[src/rtl/fetch_controller.sv]
// -----------------------------------------------------------------------------
// fetch_controller
//
// Sequences a combinational, word-aligned instruction memory. It holds the
// program counter, drives the fetch address, and buffers fetched words in a
// 2-entry FIFO towards decode using a valid/ready handshake. Execute and the
// top level control it with redirect, halt and fault.
//
// Ports:
//   clk          in   rising-edge clock for all state
//   reset        in   synchronous, active-high; same effect as redirect to RESET_PC
//   imem_addr    out  byte fetch address (current PC)
//   imem_rd      in   instruction word returned combinationally for imem_addr
//   instr        out  instruction at queue head
//   instr_pc     out  byte address of instr
//   instr_valid  out  queue head valid (masked during a redirect cycle)
//   instr_ready  in   decode accepts instr this cycle
//   redirect     in   load redirect_pc (low two bits forced to 0), flush queue
//   redirect_pc  in   redirect target
//   halt         in   stop fetching after the current cycle (RUN only)
//   fault        out  sticky: fetch attempted at or beyond 4*DEPTH
//   halted       out  controller is in HALT or FAULT
// -----------------------------------------------------------------------------
module fetch_controller #(
    parameter int               WIDTH    = 64,
    parameter int               DEPTH    = 64,
    parameter logic [WIDTH-1:0] RESET_PC = '0
) (
    input  logic             clk,
    input  logic             reset,
    output logic [WIDTH-1:0] imem_addr,
    input  logic [WIDTH-1:0] imem_rd,
    output logic [WIDTH-1:0] instr,
    output logic [WIDTH-1:0] instr_pc,
    output logic             instr_valid,
    input  logic             instr_ready,
    input  logic             redirect,
    input  logic [WIDTH-1:0] redirect_pc,
    input  logic             halt,
    output logic             fault,
    output logic             halted
);

    // One past the last valid byte address.
    localparam logic [WIDTH-1:0] MEM_BYTES = WIDTH'(4 * DEPTH);
    localparam logic [WIDTH-1:0] PC_STEP   = WIDTH'(4);

    typedef enum logic [1:0] {
        ST_RUN   = 2'd0,
        ST_HALT  = 2'd1,
        ST_FAULT = 2'd2
    } state_e;

    typedef struct packed {
        logic [WIDTH-1:0] data;
        logic [WIDTH-1:0] pc;
    } entry_t;

    state_e           state_q, state_d;
    logic [WIDTH-1:0] pc_q, pc_d;
    logic [1:0]       count_q, count_d;
    entry_t           head_q, head_d;   // oldest entry, presented to decode
    entry_t           tail_q, tail_d;   // second entry, valid only when count==2

    logic   pop;
    logic   push;
    logic   in_range;
    entry_t new_entry;

    // Only bits [WIDTH-1:2] of the redirect target are meaningful.
    logic unused_redirect_lsbs;
    assign unused_redirect_lsbs = ^redirect_pc[1:0];

    // Redirect masks valid combinationally so no handshake completes while
    // the queue is being flushed.
    assign instr_valid = (count_q != 2'd0) & ~redirect;
    assign pop         = instr_valid & instr_ready;
    assign in_range    = (pc_q < MEM_BYTES);
    assign push        = ~redirect & (state_q == ST_RUN) & in_range &
                         ((count_q < 2'd2) | pop);
    assign new_entry   = '{data: imem_rd, pc: pc_q};

    always_comb begin
        // NOTE: every variable gets its default first so no path leaves one
        // unassigned; that is what keeps this block from inferring latches.
        state_d = state_q;
        pc_d    = pc_q;
        count_d = count_q;
        head_d  = head_q;
        tail_d  = tail_q;

        if (redirect) begin
            count_d = 2'd0;
            pc_d    = {redirect_pc[WIDTH-1:2], 2'b00};
            state_d = ST_RUN;
        end else begin
            // Queue update. pop implies count>=1; push with count==2
            // implies pop, so the FIFO never overflows.
            unique case ({push, pop})
                2'b10: begin
                    if (count_q == 2'd0) head_d = new_entry;
                    else                 tail_d = new_entry;
                    count_d = count_q + 2'd1;
                end
                2'b01: begin
                    head_d  = tail_q;
                    count_d = count_q - 2'd1;
                end
                2'b11: begin
                    // Count unchanged; shift the tail forward to keep order.
                    if (count_q == 2'd1) begin
                        head_d = new_entry;
                    end else begin
                        head_d = tail_q;
                        tail_d = new_entry;
                    end
                end
                default: ;
            endcase

            if (push) pc_d = pc_q + PC_STEP;

            // A halt coinciding with a push lets the push complete first.
            if (state_q == ST_RUN) begin
                if (halt)           state_d = ST_HALT;
                else if (!in_range) state_d = ST_FAULT;
            end
        end
    end

    always_ff @(posedge clk) begin
        // NOTE: state registers use non-blocking assignment so every flop
        // samples its _d value from before this edge, independent of order.
        if (reset) begin
            state_q <= ST_RUN;
            pc_q    <= RESET_PC;
            count_q <= 2'd0;
            // NOTE: the queue storage is cleared on reset so instr/instr_pc
            // read zero afterwards; redirect only empties it via count.
            head_q  <= '0;
            tail_q  <= '0;
        end else begin
            state_q <= state_d;
            pc_q    <= pc_d;
            count_q <= count_d;
            head_q  <= head_d;
            tail_q  <= tail_d;
        end
    end

    assign imem_addr = pc_q;
    assign instr     = head_q.data;
    assign instr_pc  = head_q.pc;
    assign fault     = (state_q == ST_FAULT);
    assign halted    = (state_q != ST_RUN);

endmodule

[config.mk]
export PLATFORM = sky130hd
export DESIGN_NAME = fetch_controller
export DESIGN_NICKNAME = d
export VERILOG_FILES = /design/src/rtl/fetch_controller.sv
export SDC_FILE = /design/constraint.sdc
export NUM_CORES = 1
export LEC_CHECK = 0
export ABC_AREA = 1
export BUFFER_PORTS_ARGS = -buffer_cell sky130_fd_sc_hd__buf_2
export CORE_ASPECT_RATIO = 0.8
export CORE_MARGIN = 4
export CORE_UTILIZATION = 45
export CTS_CLUSTER_DIAMETER = 80
export DETAILED_ROUTE_END_ITERATION = 8
export PLACE_DENSITY = 0.67
export SLEW_MARGIN = 10
export SYNTH_ARGS = -nofsm -noshare
export SYNTH_HDL_FRONTEND = slang
export SYNTH_SLANG_ARGS = --single-unit
[constraint.sdc]
create_clock -name clk -period 3.7 [get_ports clk]
set_input_delay 0.185 -clock clk [delete_from_list [all_inputs] [get_ports clk]]
set_output_delay 0.185 -clock clk [all_outputs]
set_load 0.005 [all_outputs]
==> impl_table.tex, run 1 <==
\begin{tabular}{lr}
\hline
Metric & Value \\
\hline
\multicolumn{2}{l}{\textbf{Min path}} \\
\quad Launch instance of the worst min-delay path & redirect\_pc[5] \\
\quad Destination of the worst hold path & imem\_addr[5] \\
\quad Class of the most critical hold timing path & input port to register \\
\quad Instance count along the most critical hold path & 5 \\
\multicolumn{2}{l}{\textbf{Clock tree}} \\
\quad Buffer type at the clock tree root & clkbuf\_16 \\
\quad Sinks on the clock net & 318 \\
\quad Worst-Skew Late Latency & 520 ps \\
\quad Post CTS Setup Buffer Count & 0 \\
\quad Clock tree from TritonCTS & built \\
\quad Clock edge transition at the registers on the reported setup and hold paths & 60 ps \\
\quad Clock buffer count from CTS & 34 \\
\quad Worst-case clock buffer depth & 3 \\
\quad Deepest level of the CTS H-tree & 2 \\
\multicolumn{2}{l}{\textbf{Drt}} \\
\quad Uppermost layer routed & met4 \\
\quad Number of optimization iterations in the first detailed-route pass & 8 \\
\quad Routed wl met3 & 2880 um \\
\quad Detail-routed net length per standard cell & 15.6 um \\
\quad Detailed-routing wirelength on met1 & 18900 um \\
\quad Number of remaining DRC errors & 0 \\
\quad Via Count & 13907 \\
\quad Number of vias per cell & 5.13 \\
\quad DRT antenna net count & 0 \\
\quad Length of routed met2 wiring & 19400 um \\
\quad First-iteration detailed-routing DRC count & 1129 \\
\quad Total Routed Length & 42400 um \\
\multicolumn{2}{l}{\textbf{Place}} \\
\quad Placed Instance Area & 15700 um2 \\
\quad Post-detailed-placement half-perimeter wirelength & 26000 um \\
\quad Port buffer count & 321 \\
\quad Routability-driven placement congestion ratio & 0.821 \\
\multicolumn{2}{l}{\textbf{Power}} \\
\quad PnR Total Power & 7.45 mW \\
\quad Standby leakage power & 8.31 nW \\
\quad Pwr dens & 412 nW/um2 \\
\quad Max IR drop VDD & 0.334 mV \\
\multicolumn{2}{l}{\textbf{Setup path}} \\
\quad Kind of launch point of the worst setup path & register \\
\quad CP Buf/Inv Count & 2 \\
\quad Sort of element at the end of the critical path & register \\
\quad Critical-path maximum fanout & 78 \\
\quad Worst R2R Start & imem\_addr[63] \\
\quad R2R setup slack & 290 ps \\
\quad Delay contributed by the slowest stage of the critical path & 420 ps \\
\quad Terminus of the critical flop-to-flop path & instr[31] \\
\quad Reg2reg path depth & 14 \\
\quad CP delay by family, top & simple AND/OR/NAND/NOR gates \\
\quad Signal arrival time at the worst endpoint & 3870 ps \\
\quad Master of the slowest instance on the critical path & nor2\_1 \\
\quad Endpoint required time on the critical path & 4170 ps \\
\quad Setup CP Type & register to register \\
\quad Cell breakdown of the critical path & nor2\_1, nand2\_1, nor2\_1, nand2\_1, nor2\_1, nand3\_4, ha\_1, nor2\_1, nand2\_8, buf\_4, a21oi\_1, a21oi\_1, or2\_1, inv\_1 \\
\quad Critical path's most frequent cell & nor2\_1 \\
\multicolumn{2}{l}{\textbf{Yosys}} \\
\quad Synth unique cells & 32 \\
\quad Sequential area share after synthesis & 45.6\% \\
\quad Top post-synthesis cells by count & dfxtp\_1, inv\_1, a21oi\_1 \\
\quad Ys flop type & dfxtp\_1 \\
\quad Dominant cell by count in the synthesized netlist & dfxtp\_1 \\
\quad Mean instance size in the synthesized netlist & 7.26 um2 \\
\quad Number of flops mapped to enable cells by yosys & 0 \\
\quad FF+latch count, synth & 318 \\
\quad Mapped Area & 13900 um2 \\
\quad Share of Yosys cell area claimed by the top area cell type & 45.6\% \\
\quad Count of yosys warnings during synthesis & 0 \\
\quad Cell type contributing the most total cell area after synthesis & dfxtp\_1 \\
\quad Async SR Flop Fraction & 0\% \\
\quad Area contributors post-synth & dfxtp\_1, a21oi\_1, inv\_1 \\
\quad Gate count of the mapped netlist & 1922 \\
\multicolumn{2}{l}{\textbf{Floorplan}} \\
\quad Placeable core region & 30500 um2 \\
\quad Initial Util & 45.8\% \\
\quad DIE HEIGHT & 165 um \\
\quad Area of the die & 33900 um2 \\
\quad Number of top-level design ports & 328 \\
\quad Placement row count & 57 \\
\quad Width of the die & 205 um \\
\multicolumn{2}{l}{\textbf{GRT}} \\
\quad GRT overflow & 0 \\
\quad Pin count of the biggest net entering global routing & 131 \\
\quad Total track usage & 23.9\% \\
\quad First-pass GRT wire length & 67100 um \\
\quad Initial antenna violation count & 5 \\
\quad Via count of the first global-routing pass & 12844 \\
\multicolumn{2}{l}{\textbf{Timing}} \\
\quad Min Tclk post-route & 3410 ps \\
\quad Count of final setup violators & 0 \\
\quad Worst-case headroom to the max-slew limit & 39.8\% \\
\quad Highest achievable clock rate & 293 MHz \\
\quad Max-slew violations & 0 \\
\quad Tcrit/Tclk final & 92.1\% \\
\quad Fin Setup TNS & 0 ps \\
\quad Slew at the pin closest to its max-slew limit & 902 ps \\
\quad Final Hold Vio Count & 0 \\
\quad Unrepaired setup endpoints after global routing & false \\
\quad Clock Skews & 19.6 ps \\
\multicolumn{2}{l}{\textbf{Finish}} \\
\quad Area added between synthesis and finish & 29.6\% \\
\quad Net total in the final layout & 2410 \\
\quad Cell area after layout & 18100 um2 \\
\quad Fraction of layout cells with a size suffix above 1 & 18.3\% \\
\multicolumn{2}{l}{\textbf{Run}} \\
\quad Count of max-cap constraint violations & 0 \\
\multicolumn{2}{l}{\textbf{Run status}} \\
\quad Status & completed \\
\hline
\end{tabular}
## routing by layer
layer	GRT usage [%]	vias to the layer above
met5	0	-
met4	8.58	0
met3	4.71	87
met2	37.9	474
met1	32.7	6390
li1	-	6956
## final cells by class
| class | instances | area (um2) |
|---|---|---|
| Antenna cell | 5 | 12.5 |
| Clock buffer | 48 | 1040 |
| Clock inverter | 13 | 115 |
| Fill cell | 2739 | 12400 |
| Inverter | 300 | 1130 |
| Multi-Input combinational cell | 1149 | 5770 |
| Sequential cell | 318 | 6370 |
| Tap cell | 413 | 517 |
| Timing Repair Buffer | 467 | 3130 |
## cells by family after synthesis
logic type	after synthesis	share of synthesized area [%]
and+or+nand+nor	554	17.8
xor gates and xnor gates	5	0.314
AOI/OAI and AO/OA	579	22.3
DFF	318	45.6
other	1	0.0269
buffers and inverters	458	13.3
adders and majority gates	7	0.628
## worst register-to-register path: cells and delay by family (launching register included)
family	cells	cell delay (ps)
AND/OR/NAND/NOR	9	2050
buffers and inverters	2	450
flip-flops	1	350
adder cells (fa/ha/maj)	1	270
AO/OA/AOI/OAI	2	240
## cell usage in the layout (no fill, tap or decap), drive strengths merged
master / n
buf: 346
dfxtp: 318
inv: 300
a21oi: 287
o21ai: 212
nand2: 196
nand3: 183
nor2: 123
dlygate4sd3: 121
a211oi: 79
or2: 49
clkbuf: 48
clkinv: 11
ha: 7
diode: 5
xor2: 4
conb: 4
nand4: 2
bufinv: 2
o21bai: 1
nor4: 1
xnor2: 1
## worst max path at each step
stage                        startpoint    endpoint  slack (ps)  cells after the start
after floorplan              count_q[1]    instr[1]         880                     19
after global placement       count_q[1]   instr[48]         380                     14
after detailed placement     count_q[1]   instr[48]         370                     14
after CTS                 imem_addr[63]  tail_q[54]         350                     15
after global routing      imem_addr[63]  tail_q[85]          30                     15
final                     imem_addr[63]   instr[31]         290                     14
## through the flow
| stage | util [%] | hold WS (ps) | setup slack, ps | cells |
|---|---|---|---|---|
| 2_1_floorplan | - | 329 | 884 | 1925 |
| 3_3_place_gp | 51.6 | 440 | 379 | 2526 |
| 3_5_place_dp | 51.6 | 443 | 374 | 2526 |
| 4_1_cts | 59.3 | 34.3 | 347 | 2708 |
| 5_1_grt | 59.4 | 62.7 | 30.8 | 2713 |
| 6_report | 59.4 | 53.7 | 291 | 2713 |
## repair_timing
item / 4_1_cts / 5_1_grt
hold buffers: 121 / 0
gates resized for setup: 0 / 0
endpoints found under the hold margin: 122 / 0
## report_power, final
part           total, mW  internal [mW]  switching (mW)
clock               3.47           2.09            1.38
combinational      0.474          0.227           0.247
sequential          3.51           3.46          0.0455
## registers in the layout, summed over array words and instances (netlist names)
| register | flops |
|---|---|
| instr | 64 |
| tail_q | 126 |
| state_q | 2 |
| instr_pc | 62 |
| count_q | 2 |
| imem_addr | 62 |
(Power assumes the default switching activity.)
==> run 2: changes to the inputs <==
--- a/config.mk
+++ b/config.mk
@@ -8,7 +8,6 @@
 export ABC_AREA = 1
 export BUFFER_PORTS_ARGS = -buffer_cell sky130_fd_sc_hd__buf_2
 export CORE_ASPECT_RATIO = 0.8
-export CORE_MARGIN = 4
 export CORE_UTILIZATION = 45
 export CTS_CLUSTER_DIAMETER = 80
 export DETAILED_ROUTE_END_ITERATION = 8
==> run 2 against run 1 <==
Effect of this change:
- register-to-register slack gained 30 ps
- global-route usage up 2.2 points
- design area hardly changed
- die area shrank 6.4%
==> impl_table.tex, run 2 (synthesis results as in run 1) <==
\begin{tabular}{lr}
\hline
Metric & Value \\
\hline
\multicolumn{2}{l}{\textbf{Power}} \\
\quad Sequential fraction of design power & 47.5\% (+0.4 points) \\
\quad Max IR drop VDD & 0.345 mV (+3.3\%) \\
\quad PnR Total Power & 7.37 mW (-1.0\%) \\
\quad Combinational power share & 6.5\% (about the same) \\
\quad Pwr dens & 408 nW/um2 (-1.0\%) \\
\quad Internal power & 5.67 mW (-1.9\%) \\
\quad Clock Power Share & 45.9\% (-0.7 points) \\
\quad Sw frac & 23.1\% (+0.70 points) \\
\quad Switching power total & 1.70 mW (+2.1\%) \\
\quad Standby leakage power & 8.30 nW (about the same) \\
\multicolumn{2}{l}{\textbf{Timing}} \\
\quad Worst-case headroom to the max-slew limit & 37.3\% (-2.5 points) \\
\quad Max-slew violations & 0 (unchanged) \\
\quad Minimum hold slack & 50.9 ps (-2.78 ps) \\
\quad Unrepaired setup endpoints after global routing & false \\
\quad Min Tclk post-route & 3380 ps (-31.6 ps) \\
\quad Slew at the pin closest to its max-slew limit & 938 ps (+36.0 ps) \\
\quad Tcrit/Tclk final & 91.3\% (-0.85 points) \\
\quad Count of final setup violators & 0 (unchanged) \\
\quad Clock Skews & 20.1 ps (+0.438 ps) \\
\quad Fin Setup TNS & 0 ps (unchanged) \\
\quad Final Hold Vio Count & 0 (unchanged) \\
\quad Highest achievable clock rate & 296 MHz (+0.94\%) \\
\multicolumn{2}{l}{\textbf{Run}} \\
\quad Count of max-cap constraint violations & 0 (unchanged) \\
\multicolumn{2}{l}{\textbf{Finish}} \\
\quad Net total in the final layout & 2416 (+0.25\%) \\
\quad Area added between synthesis and finish & 29.6\% (about the same) \\
\quad Register with the most flip-flops & tail\_q \\
\quad Fraction of layout cells with a size suffix above 1 & 18.2\% (-0.12 points) \\
\quad Final cell utilization of the core & 59.4\% (about the same) \\
\quad Most common library cell in the layout ignoring fill and taps & buf\_2 \\
\quad Commonest non-fill, non-tap cells in the layout & buf\_2, dfxtp\_1, inv\_1 \\
\quad Number of flip-flops in the largest register & 126 (unchanged) \\
\multicolumn{2}{l}{\textbf{GRT}} \\
\quad Met3 demand-to-capacity share in global routing & 5.74\% (+1.0 points) \\
\quad First-pass GRT wire length & 67600 um (+0.69\%) \\
\quad Initial antenna violation count & 2 (-3) \\
\quad Most Used Layer, Global Route & met2 \\
\quad Met1 usage in global routing & 34.7\% (+2.0 points) \\
\quad M2 GR Usage & 40.9\% (+3.0 points) \\
\quad Via count of the first global-routing pass & 13171 (+2.5\%) \\
\quad Total track usage & 26.1\% (+2.2 points) \\
\quad Pin count of the biggest net entering global routing & 127 (-3.1\%) \\
\quad GRT overflow & 0 (unchanged) \\
\multicolumn{2}{l}{\textbf{Clock tree}} \\
\quad Worst-Skew Late Latency & 520 ps (about the same) \\
\quad CTS-repair resized insts & 0 (unchanged) \\
\quad Worst-case clock buffer depth & 3 (unchanged) \\
\quad Deepest level of the CTS H-tree & 2 (unchanged) \\
\quad Clock edge transition at the registers on the reported setup and hold paths & 60 ps (about the same) \\
\quad Clock buffer count from CTS & 34 (unchanged) \\
\quad Buffer type at the clock tree root & clkbuf\_16 \\
\quad Sinks on the clock net & 318 (unchanged) \\
\quad Post CTS Setup Buffer Count & 0 (unchanged) \\
\quad Clock tree from TritonCTS & built \\
\multicolumn{2}{l}{\textbf{Setup path}} \\
\quad Sort of element at the end of the critical path & register \\
\quad Worst R2R Start & imem\_addr[63] \\
\quad Terminus of the critical flop-to-flop path & instr[44] \\
\quad Endpoint required time on the critical path & 4160 ps (about the same) \\
\quad R2R setup slack & 320 ps (+30 ps) \\
\quad Kind of launch point of the worst setup path & register \\
\quad Signal arrival time at the worst endpoint & 3840 ps (-30 ps) \\
\quad Reg2reg path depth & 16 (+2) \\
\quad Critical-path maximum fanout & 21 (-73\%) \\
\quad Setup CP Type & register to register \\
\multicolumn{2}{l}{\textbf{Floorplan}} \\
\quad Width of the die & 199 um (-2.9\%) \\
\quad Initial Util & 45.8\% (unchanged) \\
\quad Number of top-level design ports & 328 (unchanged) \\
\quad Placement row count & 57 (unchanged) \\
\quad DIE HEIGHT & 159 um (-3.6\%) \\
\quad Area of the die & 31700 um2 (-6.4\%) \\
\quad Placeable core region & 30500 um2 (unchanged) \\
\multicolumn{2}{l}{\textbf{Min path}} \\
\quad Class of the most critical hold timing path & input port to register \\
\quad Destination of the worst hold path & imem\_addr[5] \\
\quad Instance count along the most critical hold path & 5 (unchanged) \\
\quad Launch instance of the worst min-delay path & redirect\_pc[5] \\
\multicolumn{2}{l}{\textbf{Place}} \\
\quad Routability-driven placement congestion ratio & 0.805 (-2.0\%) \\
\quad Port buffer count & 321 (unchanged) \\
\quad Post-detailed-placement half-perimeter wirelength & 25100 um (-3.8\%) \\
\multicolumn{2}{l}{\textbf{Run status}} \\
\quad Status & completed \\
\multicolumn{2}{l}{\textbf{Drt}} \\
\quad DRT antenna net count & 0 (unchanged) \\
\quad First-iteration detailed-routing DRC count & 891 (-21\%) \\
\quad Number of remaining DRC errors & 0 (unchanged) \\
\quad Via Count & 13936 (+0.21\%) \\
\quad Detail-routed net length per standard cell & 15.5 um (-0.66\%) \\
\quad Total Routed Length & 42100 um (-0.63\%) \\
\quad Number of optimization iterations in the first detailed-route pass & 7 (-1) \\
\quad Number of vias per cell & 5.13 (+0.17\%) \\
\hline
\end{tabular}
==> run 2: cell types whose count changed in the layout (fill, tap and decap cells not counted), sizes merged <==
cell	before	now
dlygate4sd3	121	122
clkbuf	48	49
diode	5	2
buf	346	351
inv	300	301
clkinvlp	0	1
clkinv	11	6
==> run 2: power groups by stage <==
stage                     clock (mW)  combinational (mW)  sequential (mW)
after floorplan                    0               0.196             3.57
after global placement             0               0.363             3.58
after detailed placement           0               0.366             3.58
after CTS                       3.45               0.472             3.50
after global routing            3.61               0.527             3.51
final                           3.39               0.480             3.51
==> run 2: worst max-delay path, stage by stage (launching register included) <==
cell	delay, ps
dfxtp_1	360
nor2_1	120
nand2_1	120
nor2_1	130
nand2_1	80
nor2_1	450
nand3_4	250
inv_1	140
ha_1	170
inv_1	70
o21bai_4	550
buf_12	250
nand3_1	100
a21oi_1	200
a21oi_1	50
or2_1	220
inv_1	50
==> run 2: worst max-delay path by stage <==
stage	startpoint	to	slack [ps]	depth (start not counted)
5_1_grt	imem_addr[63]	instr_pc[8]	20	15
6_report	imem_addr[63]	instr[44]	320	16
2_1_floorplan	count_q[1]	instr[1]	880	19
3_3_place_gp	count_q[1]	instr[51]	440	15
3_5_place_dp	count_q[1]	instr[62]	340	15
4_1_cts	count_q[1]	instr[47]	300	15
==> run 2: per-stage QoR <==
step	setup slack, ps	instance area (um2)	cells
detailed placement	339	15800	2531
finish	322	18100	2714
global route	15.4	18100	2714
floorplan	884	14000	1925
global placement	441	15800	2531
CTS	304	18100	2712
==> run 2: layout make-up <==
| type | count | area, um2 |
|---|---|---|
| inverter | 300 | 1130 |
| timing repair buffer | 473 | 3200 |
| clock inverter | 10 | 106 |
| tap | 413 | 517 |
| clock buffer | 49 | 978 |
| multi-input combinational | 1149 | 5770 |
| antenna | 2 | 5.00 |
| fill | 2759 | 12400 |
| sequential | 318 | 6370 |
==> run 2: per-layer routing <==
layer / routed length [um] / share of wire (%)
met1: 18600 / 44
met5: 0 / 0
met2: 19000 / 45
met4: 1360 / 3.2
met3: 3140 / 7.4
==> run 2: repair_timing <==
item	4_1_cts	5_1_grt
hold buffers	122	0
endpoints found under the setup margin	0	0
hold endpoints to repair	123	0
